`src/rtl/save_state_responder_pkg.sv`:
```
// Shared save-state definitions: bus address width, the per-unit address map
// and the responder FSM state type.
`ifndef SAVE_STATE_BITS
`define SAVE_STATE_BITS 8
`endif
`ifndef SAVE_STATE_LAST_ADDRESS
`define SAVE_STATE_LAST_ADDRESS 255
`endif

package save_state_responder_pkg;

    localparam int SAVE_STATE_BITS         = `SAVE_STATE_BITS;
    localparam int SAVE_STATE_LAST_ADDRESS = `SAVE_STATE_LAST_ADDRESS;

    // Address map: every responder instance takes its window from here so
    // that no two windows overlap on the OR-combined read-data bus.
    localparam int PPU_BASE_ADDR    = 0;
    localparam int PPU_NUM_WORDS    = 24;
    localparam int APU_BASE_ADDR    = PPU_BASE_ADDR + PPU_NUM_WORDS;
    localparam int APU_NUM_WORDS    = 16;
    localparam int MAPPER_BASE_ADDR = APU_BASE_ADDR + APU_NUM_WORDS;
    localparam int MAPPER_NUM_WORDS = 8;

    typedef enum logic [1:0] {
        SS_IDLE    = 2'd0,
        SS_SAVING  = 2'd1,
        SS_LOADING = 2'd2,
        SS_COMMIT  = 2'd3
    } save_state_t;

    // Word-offset width inside a window; a one-word window still needs one bit.
    function automatic int off_width(input int num_words);
        return (num_words > 1) ? $clog2(num_words) : 1;
    endfunction

endpackage

```
`src/rtl/save_state_responder_if.sv`:
```
// Save-state bus between the controller (master) and each responder (slave).
//   begin_save_state / begin_load_state : operation strobes
//   state_addr                          : word address
//   state_read_en / state_write_en      : access strobes
//   state_write_data                    : write data
//   state_read_data                     : registered read data, zero when not selected
interface save_state_responder_if;
    import save_state_responder_pkg::*;

    logic                       begin_save_state;
    logic                       begin_load_state;
    logic [SAVE_STATE_BITS-1:0] state_addr;
    logic                       state_read_en;
    logic                       state_write_en;
    logic [15:0]                state_write_data;
    logic [15:0]                state_read_data;

    modport master (
        output begin_save_state, begin_load_state, state_addr,
               state_read_en, state_write_en, state_write_data,
        input  state_read_data
    );

    modport slave (
        input  begin_save_state, begin_load_state, state_addr,
               state_read_en, state_write_en, state_write_data,
        output state_read_data
    );
endinterface

```
`src/rtl/save_state_shadow_bank.sv`:
```
// Shadow register bank: NUM_WORDS x 16 bits.
//   clock, reset             : clock, async active-high reset (bank cleared)
//   capture_en/capture_data  : parallel load of the whole bank
//   wr_en/wr_off/wr_data     : single word write
//   rd_en/rd_off/rd_data     : registered read, zero when rd_en is low
//   bank                     : current contents, word k at [16k+15:16k]
module save_state_shadow_bank #(
    parameter int NUM_WORDS = 4,
    parameter int OFF_W     = 2
) (
    input  logic                   clock,
    input  logic                   reset,
    input  logic                   capture_en,
    input  logic [16*NUM_WORDS-1:0] capture_data,
    input  logic                   wr_en,
    input  logic [OFF_W-1:0]       wr_off,
    input  logic [15:0]            wr_data,
    input  logic                   rd_en,
    input  logic [OFF_W-1:0]       rd_off,
    output logic [15:0]            rd_data,
    output logic [16*NUM_WORDS-1:0] bank
);

    // The read samples the bank before this edge's write, so a read and a
    // write to the same word in one cycle return the old word.
    always_ff @(posedge clock or posedge reset) begin
        if (reset) begin
            bank    <= '0;
            rd_data <= '0;
        end else begin
            if (capture_en) begin
                bank <= capture_data;
            end else if (wr_en) begin
                bank[16*int'(wr_off) +: 16] <= wr_data;
            end
            rd_data <= rd_en ? bank[16*int'(rd_off) +: 16] : 16'h0000;
        end
    end

endmodule

```
`src/rtl/save_state_responder.sv`:
```
// Save-state target endpoint for one unit.
//   clock, reset    : clock, async active-high reset
//   bus             : save-state bus (slave side)
//   live_data       : unit's live registers, word k at [16k+15:16k]
//   restore_data    : shadow bank contents, same packing
//   restore_valid   : one-cycle pulse telling the unit to load restore_data
//   busy            : high while saving, loading or committing
//
// state      | meaning
// SS_IDLE    | waiting for begin_save_state / begin_load_state
// SS_SAVING  | bank holds the snapshot; controller reads words out
// SS_LOADING | controller writes words into the bank
// SS_COMMIT  | restore_valid high for this single cycle
module save_state_responder
    import save_state_responder_pkg::*;
#(
    parameter int BASE_ADDR = 0,
    parameter int NUM_WORDS = 4
) (
    input  logic                    clock,
    input  logic                    reset,
    save_state_responder_if.slave   bus,
    input  logic [16*NUM_WORDS-1:0] live_data,
    output logic [16*NUM_WORDS-1:0] restore_data,
    output logic                    restore_valid,
    output logic                    busy
);

    localparam int OFF_W = off_width(NUM_WORDS);
    localparam int AW    = SAVE_STATE_BITS + 1;

    // One extra bit so BASE_ADDR+NUM_WORDS at the top of the map cannot wrap.
    localparam logic [AW-1:0]    WIN_LO   = AW'(BASE_ADDR);
    localparam logic [AW-1:0]    WIN_HI   = AW'(BASE_ADDR + NUM_WORDS);
    localparam logic [OFF_W-1:0] LAST_OFF = OFF_W'(NUM_WORDS - 1);

    logic [AW-1:0]    addr_ext;
    logic             hit;
    logic [OFF_W-1:0] off;
    logic             capture_en;
    logic             wr_en;
    logic             rd_en;
    save_state_t      state;

    assign addr_ext = {1'b0, bus.state_addr};
    assign hit      = (addr_ext >= WIN_LO) && (addr_ext < WIN_HI);
    assign off      = OFF_W'(addr_ext - WIN_LO);

    assign capture_en = (state == SS_IDLE) && bus.begin_save_state;
    assign wr_en      = (state == SS_LOADING) && bus.state_write_en && hit;
    assign rd_en      = bus.state_read_en && hit;

    save_state_shadow_bank #(
        .NUM_WORDS (NUM_WORDS),
        .OFF_W     (OFF_W)
    ) u_bank (
        .clock        (clock),
        .reset        (reset),
        .capture_en   (capture_en),
        .capture_data (live_data),
        .wr_en        (wr_en),
        .wr_off       (off),
        .wr_data      (bus.state_write_data),
        .rd_en        (rd_en),
        .rd_off       (off),
        .rd_data      (bus.state_read_data),
        .bank         (restore_data)
    );

    always_ff @(posedge clock or posedge reset) begin
        if (reset) begin
            state         <= SS_IDLE;
            restore_valid <= 1'b0;
            busy          <= 1'b0;
        end else begin
            restore_valid <= 1'b0;
            case (state)
                SS_IDLE: begin
                    if (bus.begin_save_state) begin
                        state <= SS_SAVING;
                        busy  <= 1'b1;
                    end else if (bus.begin_load_state) begin
                        state <= SS_LOADING;
                        busy  <= 1'b1;
                    end
                end
                SS_SAVING: begin
                    if (rd_en && (off == LAST_OFF)) begin
                        state <= SS_IDLE;
                        busy  <= 1'b0;
                    end
                end
                SS_LOADING: begin
                    if (wr_en && (off == LAST_OFF)) begin
                        state         <= SS_COMMIT;
                        restore_valid <= 1'b1;
                    end
                end
                SS_COMMIT: begin
                    state <= SS_IDLE;
                    busy  <= 1'b0;
                end
                default: begin
                    state <= SS_IDLE;
                    busy  <= 1'b0;
                end
            endcase
        end
    end

endmodule

```
`src/flat_wrapper.sv`:
```
// flat-port wrapper written by rule: the top's interface ports become plain ports
module save_state_responder_flat import save_state_responder_pkg::*;
#(
    parameter int BASE_ADDR = 0,
    parameter int NUM_WORDS = 4
)
  (clock, reset, live_data, restore_data, restore_valid, busy, bus_begin_save_state, bus_begin_load_state, bus_state_addr, bus_state_read_en, bus_state_write_en, bus_state_write_data, bus_state_read_data);
  save_state_responder_if bus_i ();
  input  logic clock;
  input  logic reset;
  input  logic [16*NUM_WORDS-1:0] live_data;
  output logic [16*NUM_WORDS-1:0] restore_data;
  output logic restore_valid;
  output logic busy;
  input wire logic [$bits(bus_i.begin_save_state)-1:0] bus_begin_save_state;
  input wire logic [$bits(bus_i.begin_load_state)-1:0] bus_begin_load_state;
  input wire logic [$bits(bus_i.state_addr)-1:0] bus_state_addr;
  input wire logic [$bits(bus_i.state_read_en)-1:0] bus_state_read_en;
  input wire logic [$bits(bus_i.state_write_en)-1:0] bus_state_write_en;
  input wire logic [$bits(bus_i.state_write_data)-1:0] bus_state_write_data;
  output wire logic [$bits(bus_i.state_read_data)-1:0] bus_state_read_data;
  assign bus_i.begin_save_state = bus_begin_save_state;
  assign bus_i.begin_load_state = bus_begin_load_state;
  assign bus_i.state_addr = bus_state_addr;
  assign bus_i.state_read_en = bus_state_read_en;
  assign bus_i.state_write_en = bus_state_write_en;
  assign bus_i.state_write_data = bus_state_write_data;
  assign bus_state_read_data = bus_i.state_read_data;
  save_state_responder #(.BASE_ADDR(BASE_ADDR), .NUM_WORDS(NUM_WORDS)) u_core (.clock(clock), .reset(reset), .bus(bus_i), .live_data(live_data), .restore_data(restore_data), .restore_valid(restore_valid), .busy(busy));
endmodule
```
`config.mk`:
```
export PLATFORM = sky130hd
export DESIGN_NAME = save_state_responder_flat
export DESIGN_NICKNAME = d
export VERILOG_FILES = /design/src/rtl/save_state_responder_pkg.sv /design/src/rtl/save_state_responder_if.sv /design/src/rtl/save_state_shadow_bank.sv /design/src/rtl/save_state_responder.sv /design/src/flat_wrapper.sv
export SDC_FILE = /design/constraint.sdc
export NUM_CORES = 1
export LEC_CHECK = 0
export ABC_AREA = 1
export CORE_MARGIN = 4
export CORE_UTILIZATION = 40
export CTS_BUF_LIST = sky130_fd_sc_hd__clkbuf_2
export CTS_CLUSTER_DIAMETER = 150
export CTS_CLUSTER_SIZE = 25
export DETAILED_ROUTE_END_ITERATION = 7
export PLACE_DENSITY = 0.73
export SLEW_MARGIN = 20
export SYNTH_ARGS = -nofsm -noshare
export SYNTH_HDL_FRONTEND = slang
export SYNTH_SLANG_ARGS = --single-unit
```
`constraint.sdc`:
```
create_clock -name clock -period 9.7 [get_ports clock]
set_clock_uncertainty 0.15 [all_clocks]
set_input_delay 2.425 -clock clock [delete_from_list [all_inputs] [get_ports clock]]
set_output_delay 2.425 -clock clock [all_outputs]
set_load 0.02 [all_outputs]
```
==> metrics.yaml, run 1 <==
worst_setup_path:
  critPathLaunchType: "input port"
  required_ns: 9.99
  cp.arrival_ns: 5.04
  worst_setup_path_end_kind: "register"
  critPathKind: "input port to register"
  crit_fanout: 85
power_and_ir_drop:
  irDropWorstVdd_mv: 0.08525
  power_density_nw_per_um2: 221.3
  leakage_uw: 0.003095
route:
  drcViolationCount: 0
  postRouteAntennaNets: 0
  drt_first_pass_iters: 5
  vias: 5220
  via_per_inst: 5.426
  initialDrtViolationCount: 476
  wl_per_cell_um: 18.08
  wirelength_um: 17390
timing:
  setup_slack_ns: 4.954
  timing.hold.ws_ns: 0.3615
  maxSlewHeadroom_pct: 45.12
  period_share_pct: 48.93
  maxSlewViolCount: 0
  setup_viol: 0
  max_slew.worst_pin.slew_ns: 0.8224
  layout_min_cycle_time_ns: 4.746
  tns_ns: 0
  fmax_ghz: 0.2107
  rsz0062_at_grt: "no"
  finalHoldViolCount: 0
layout:
  syn_to_final_growth_pct: 37.43
  diodes: 0
  fin_util_pct: 55.96
  multi_input_area_um2: 2380
  final_common_cell: "clkdlybuf4s50_1"
  final_cell_mix: "174 x clkdlybuf4s50_1, 173 x nand2_1, 104 x nand3_1, 98 x o21ai_0, 84 x dfrtp_1"
  fin_nets: 909
  register_area_um2: 2102
  drive_gt1_share_pct: 4.663
  num-fill-cells: 1147
clocking:
  ctsResizeCount: 0
  hold_buffers: 0
  worstSkewPairLatency_ns: 0.56
  clockBufferDepth: 2
  tritoncts: "built"
  cts_setup_buffers: 0
  clock_sinks: 84
  htreeDepth: 3
  clk_pin_slew_worst_paths_ns: 0.25
  numCtsBuffers: 9
  cts_root_buf: "clkbuf_2"
grt:
  track_usage_pct: 24.57
  grt_max_degree: 86
  grt_pass1_vias: 4995
  antenna_found_initial: 0
  grt_pass1_wl_um: 27560
  overflow: 0
logic_synthesis:
  syn-cell-area_um2: 4871
  synth_cells: 667
  syn_area_per_cell_um2: 7.303
  syn_nets: 766
  ys_types: 24
  ys_seq_area_share_pct: 43.15
  synth_seq_cells: 84
  synth_warnings: 0
place:
  portBuffers: 175
  routabilityCongestion: 0.8653
  dpl.hpwl_um: 12700
  dp_slack_ns: 4.213
floorplan:
  fp.dieW_um: 118.4
  floorplan.die_area_um2: 14010
  initial_core_util_pct: 40.72
  ios: 176
  die_h_um: 118.4
  rows: 40
  coreArea_um2: 11960
outcome:
  status: "complete, no violations"
job:
  cap_viol_max_count: 0
hold_path:
  holdCritPathClass: "register to register"
[registers in the layout, indices dropped and copies added, names as in the netlist]
| signal | flops |
|---|---|
| u_core.state | 2 |
| u_core.u_bank.bank | 64 |
| u_core.u_bank.rd_data | 16 |
| u_core.restore_valid | 1 |
| u_core.busy | 1 |
[final timing paths]
kind / end / slack, ns / cells after the start / from
max: u_core.u_bank.bank[12]$_DFFE_PP0P_ / 4.95 / 7 / bus_begin_save_state
max in group asynchronous: u_core.u_bank.bank[9]$_DFFE_PP0P_ / 6.28 / 3 / reset
min: u_core.busy$_DFFE_PP0P_ / 0.36 / 2 / u_core.busy$_DFFE_PP0P_
min in group asynchronous: u_core.busy$_DFFE_PP0P_ / 2.09 / 2 / reset
min reg2reg: u_core.busy$_DFFE_PP0P_ / 0.36 / 2 / u_core.busy$_DFFE_PP0P_
max reg2reg: u_core.u_bank.bank[12]$_DFFE_PP0P_ / 6.58 / 6 / u_core.state[0]$_DFFE_PP0P_
[power breakdown]
group	switching [uW]	internal, uW
clock network	130	31.3
registers	109	453
logic	435	323
total	674	807
[stage by stage]
step | total power, uW | cell area (um^2) | instances
after floorplan | 988.5 | 4871 | 667
after global routing | 1580 | 6694 | 962
after CTS | 1486 | 6694 | 962
after global placement | 1313 | 6599 | 946
after detailed placement | 1327 | 6605 | 946
final | 1481 | 6694 | 962
[synthesized netlist by cell type]
library cell	n	area, um^2
nor2_1	36	135.1
nor3_4	1	16.27
o21a_1	16	120.1
nand2_1	174	653.1
buf_1	2	7.510
buf_6	4	45.04
buf_4	5	37.54
nand3_1	104	520.5
nand2_4	1	11.26
or2_1	1	6.260
nor3b_2	1	12.51
o21ai_0	98	490.5
o21ai_1	14	70.07
nand3b_4	1	20.02
buf_2	16	80.08
nand2_2	3	18.77
inv_1	40	150.1
nand3_2	3	30.03
ha_1	5	62.56
dfrtp_1	84	2102
nor2_4	3	33.78
clkbuf_1	21	78.83
inv_2	1	3.750
a21oi_1	33	165.2
[layer usage]
layer	track usage, %	up-vias	wire (um)
met4	5.788	0	175
met5	0	-	0
met2	37.26	244	7738
li1	-	2492	-
met1	35.96	2469	8007
met3	5.120	15	1473
[worst max-delay path, cell delays in order]
cell,delay [ns]
clkdlybuf4s50_1,0.41
buf_4,0.25
nand2_4,0.37
buf_4,0.68
nand2_1,0.59
nand2_1,0.21
o21ai_1,0.08
[layout make-up]
| type | count | share of cell area, % |
|---|---|---|
| Clock buffer | 9 | 0.6729 |
| Clock inverter | 7 | 0.6542 |
| Inverter | 41 | 2.318 |
| Multi-Input combinational cell | 494 | 35.55 |
| Sequential cell | 84 | 31.40 |
| Tap cell | 147 | 2.748 |
| Timing Repair Buffer | 180 | 26.65 |
[cells by family (layout without fill, tap and decap cells)]
| kind of cell | Yosys count | after routing | synth area share, % |
|---|---|---|---|
| buffers and inverters | 89 | 237 | 8.271 |
| AOI/OAI and AO/OA | 161 | 161 | 17.36 |
| and+or+nand+nor | 328 | 328 | 29.93 |
| adders and majority gates | 5 | 5 | 1.284 |
| DFF | 84 | 84 | 43.15 |
Power figures use the tool's default switching activity.
==> run 2, diff against run 1 <==
- PLACE_DENSITY: 0.73 -> 0.76
- clock period: 9.7 -> 4.1 ns (I/O delays scaled with it)
==> metrics.yaml, run 2 (synthesized netlist as in run 1, its figures left out) <==
power_and_ir_drop:
  irDropWorstVdd_mv: 0.1972  # +130%
  power_density_nw_per_um2: 527.3  # +140%
  leakage_uw: 0.003131  # +1.2%
place:
  portBuffers: 175  # unchanged
  dpl-instance-area_um2: 6636  # +0.47%
  dpl.hpwl_um: 12830  # +1.0%
  routabilityCongestion: 0.9280  # +7.2%
layout:
  num-fill-cells: 1183  # +3.1%
  finalInstanceArea_um2: 6740  # +0.69%
  largest_registers: "u_core.u_bank.bank (64), u_core.u_bank.rd_data (16), u_core.state (2)"
  drive_gt1_share_pct: 4.884  # +0.22 points
  regMostFlops: "u_core.u_bank.bank"
  final_common_cell: "clkdlybuf4s50_1"
  fin_nets: 914  # +0.55%
  final_cell_mix: "174 x clkdlybuf4s50_1, 173 x nand2_1, 104 x nand3_1, 98 x o21ai_0, 84 x dfrtp_1"
  largest_reg_flops: 64  # unchanged
  syn_to_final_growth_pct: 38.38
route:
  wl_per_cell_um: 17.67  # -2.3%
  drcViolationCount: 0  # unchanged
  drt_first_pass_iters: 5  # unchanged
  initialDrtViolationCount: 480  # +0.84%
  vias: 5260  # +0.77%
  via_per_inst: 5.440  # +0.25%
  wirelength_um: 17080  # -1.8%
  postRouteAntennaNets: 0  # unchanged
worst_setup_path:
  regToRegEndpoint: "u_core.u_bank.bank[18]$_DFFE_PP0P_"
  critPathKind: "input port to register"
  reg2reg_depth: 6  # unchanged
  max_stage_delay_ns: 0.74  # +0.06 ns
  cpMaxStageDelayCell: "clkdlybuf4s50_1"
  r2r-start: "u_core.state[1]$_DFFE_PP0P_"
  crit_path_frequent_cell: "nand2_1"
  required_ns: 4.40  # -5.59 ns
  critPathLaunchType: "input port"
  cp.arrival_ns: 3.36  # -1.68 ns
  crit_path_cell_trace: "clkdlybuf4s50_1 > inv_1 > ha_1 > nand3_1 > o21ai_0 > o21a_1 > nand2_1 > nand2_1"
  crit_fanout: 16  # -81%
  reg2reg_slack_ns: 1.51  # -5.07 ns
  worst_setup_path_end_kind: "register"
grt:
  antenna_found_initial: 1  # +1
  overflow: 0  # unchanged
  grt_pass1_wl_um: 27290  # -0.98%
  grt_max_degree: 59  # -31%
  track_usage_pct: 24.24  # -0.33 points
  grt_pass1_vias: 5057  # +1.2%
timing:
  fmax_ghz: 0.3272
  rsz0062_at_grt: "no"
  maxSlewHeadroom_pct: 47.30  # +2.2 points
  setup_viol: 0  # unchanged
  period_share_pct: 74.54
  layout_min_cycle_time_ns: 3.056
  finalHoldViolCount: 0  # unchanged
  tns_ns: 0  # unchanged
  max_slew.worst_pin.slew_ns: 0.7896  # -0.03276 ns
  maxSlewViolCount: 0  # unchanged
clocking:
  clock_sinks: 84  # unchanged
  cts_root_buf: "clkbuf_2"
  ctsResizeCount: 0  # unchanged
  clockBufferDepth: 2  # unchanged
  clk_pin_slew_worst_paths_ns: 0.24  # about the same
  cts_setup_buffers: 0  # unchanged
  tritoncts: "built"
  worstSkewPairLatency_ns: 0.53  # -0.03 ns
  numCtsBuffers: 9  # unchanged
  hold_buffers: 0  # unchanged
  htreeDepth: 3  # unchanged
floorplan:
  initial_core_util_pct: 40.72  # unchanged
  floorplan.die_area_um2: 14010  # unchanged
  coreArea_um2: 11960  # unchanged
  die_h_um: 118.4  # unchanged
  fp.dieW_um: 118.4  # unchanged
  ios: 176  # unchanged
  rows: 40  # unchanged
hold_path:
  min_from: "u_core.busy$_DFFE_PP0P_"
  min_to: "u_core.busy$_DFFE_PP0P_"
  whs_path_depth: 2  # unchanged
  holdCritPathClass: "register to register"
outcome:
  status: "complete, no violations"
job:
  cap_viol_max_count: 0  # unchanged
-- run 2: final cells by class --
class / instances / area (um^2) / area share, %
multi-input cells: 494 / 2374 / 35.21
flip-flops and latches: 84 / 2102 / 31.19
repair buffers: 185 / 1822 / 27.03
well taps: 147 / 183.9 / 2.729
inverters: 41 / 155.1 / 2.302
clock inverters: 6 / 56.30 / 0.8353
clock buffers: 9 / 45.04 / 0.6683
diodes: 1 / 2.502 / 0.03713
-- run 2: report_power, final --
group	switching (uW)	internal, uW
registers	253	1070
logic	1030	772
clock network	291	133
-- run 2: critical path, delay by kind of cell --
family | cells | cell delay (ns)
simple gates | 3 | 0.57
buf+inv | 2 | 0.87
compound gates | 2 | 0.48
fa+ha+maj | 1 | 0.40
-- run 2: how the worst max path moves through the flow --
stage / from / end / slack, ns / cells past startpoint
final: bus_state_addr[1] / u_core.u_bank.bank[44]$_DFFE_PP0P_ / 1.04 / 8
after global routing: bus_state_addr[1] / u_core.u_bank.bank[19]$_DFFE_PP0P_ / 0.89 / 7
after CTS: bus_state_addr[1] / u_core.u_bank.bank[44]$_DFFE_PP0P_ / 1.11 / 8
after detailed placement: bus_state_addr[1] / u_core.u_bank.bank[34]$_DFFE_PP0P_ / 0.52 / 8
after global placement: bus_state_addr[1] / u_core.u_bank.bank[34]$_DFFE_PP0P_ / 0.63 / 8
after floorplan: reset / u_core.busy$_DFFE_PP0P_ / 0.76 / 1
-- run 2: metal layers --
metal  wire, um  share of wire [%]  GRT usage [%]  vias up
met3       1684                9.9          4.641       23
met4        326                1.9          8.278        0
met5          0                  0              0        -
met2       7947                 47          37.91      264
li1           -                  -              -     2504
met1       7125                 42          33.72     2469
-- run 2: metrics by stage --
step | util (%) | instances | hold WS (ns) | total power (uW) | setup slack (ns)
2_1_floorplan | - | 667 | 0.4255 | 2339 | 0.7599
3_3_place_gp | 55.48 | 951 | 0.3099 | 3111 | 0.6314
3_5_place_dp | 55.48 | 951 | 0.3124 | 3142 | 0.5190
4_1_cts | 56.33 | 966 | 0.3619 | 3563 | 1.111
5_1_grt | 56.35 | 967 | 0.3860 | 3783 | 0.8880
6_report | 56.35 | 967 | 0.3656 | 3554 | 1.044
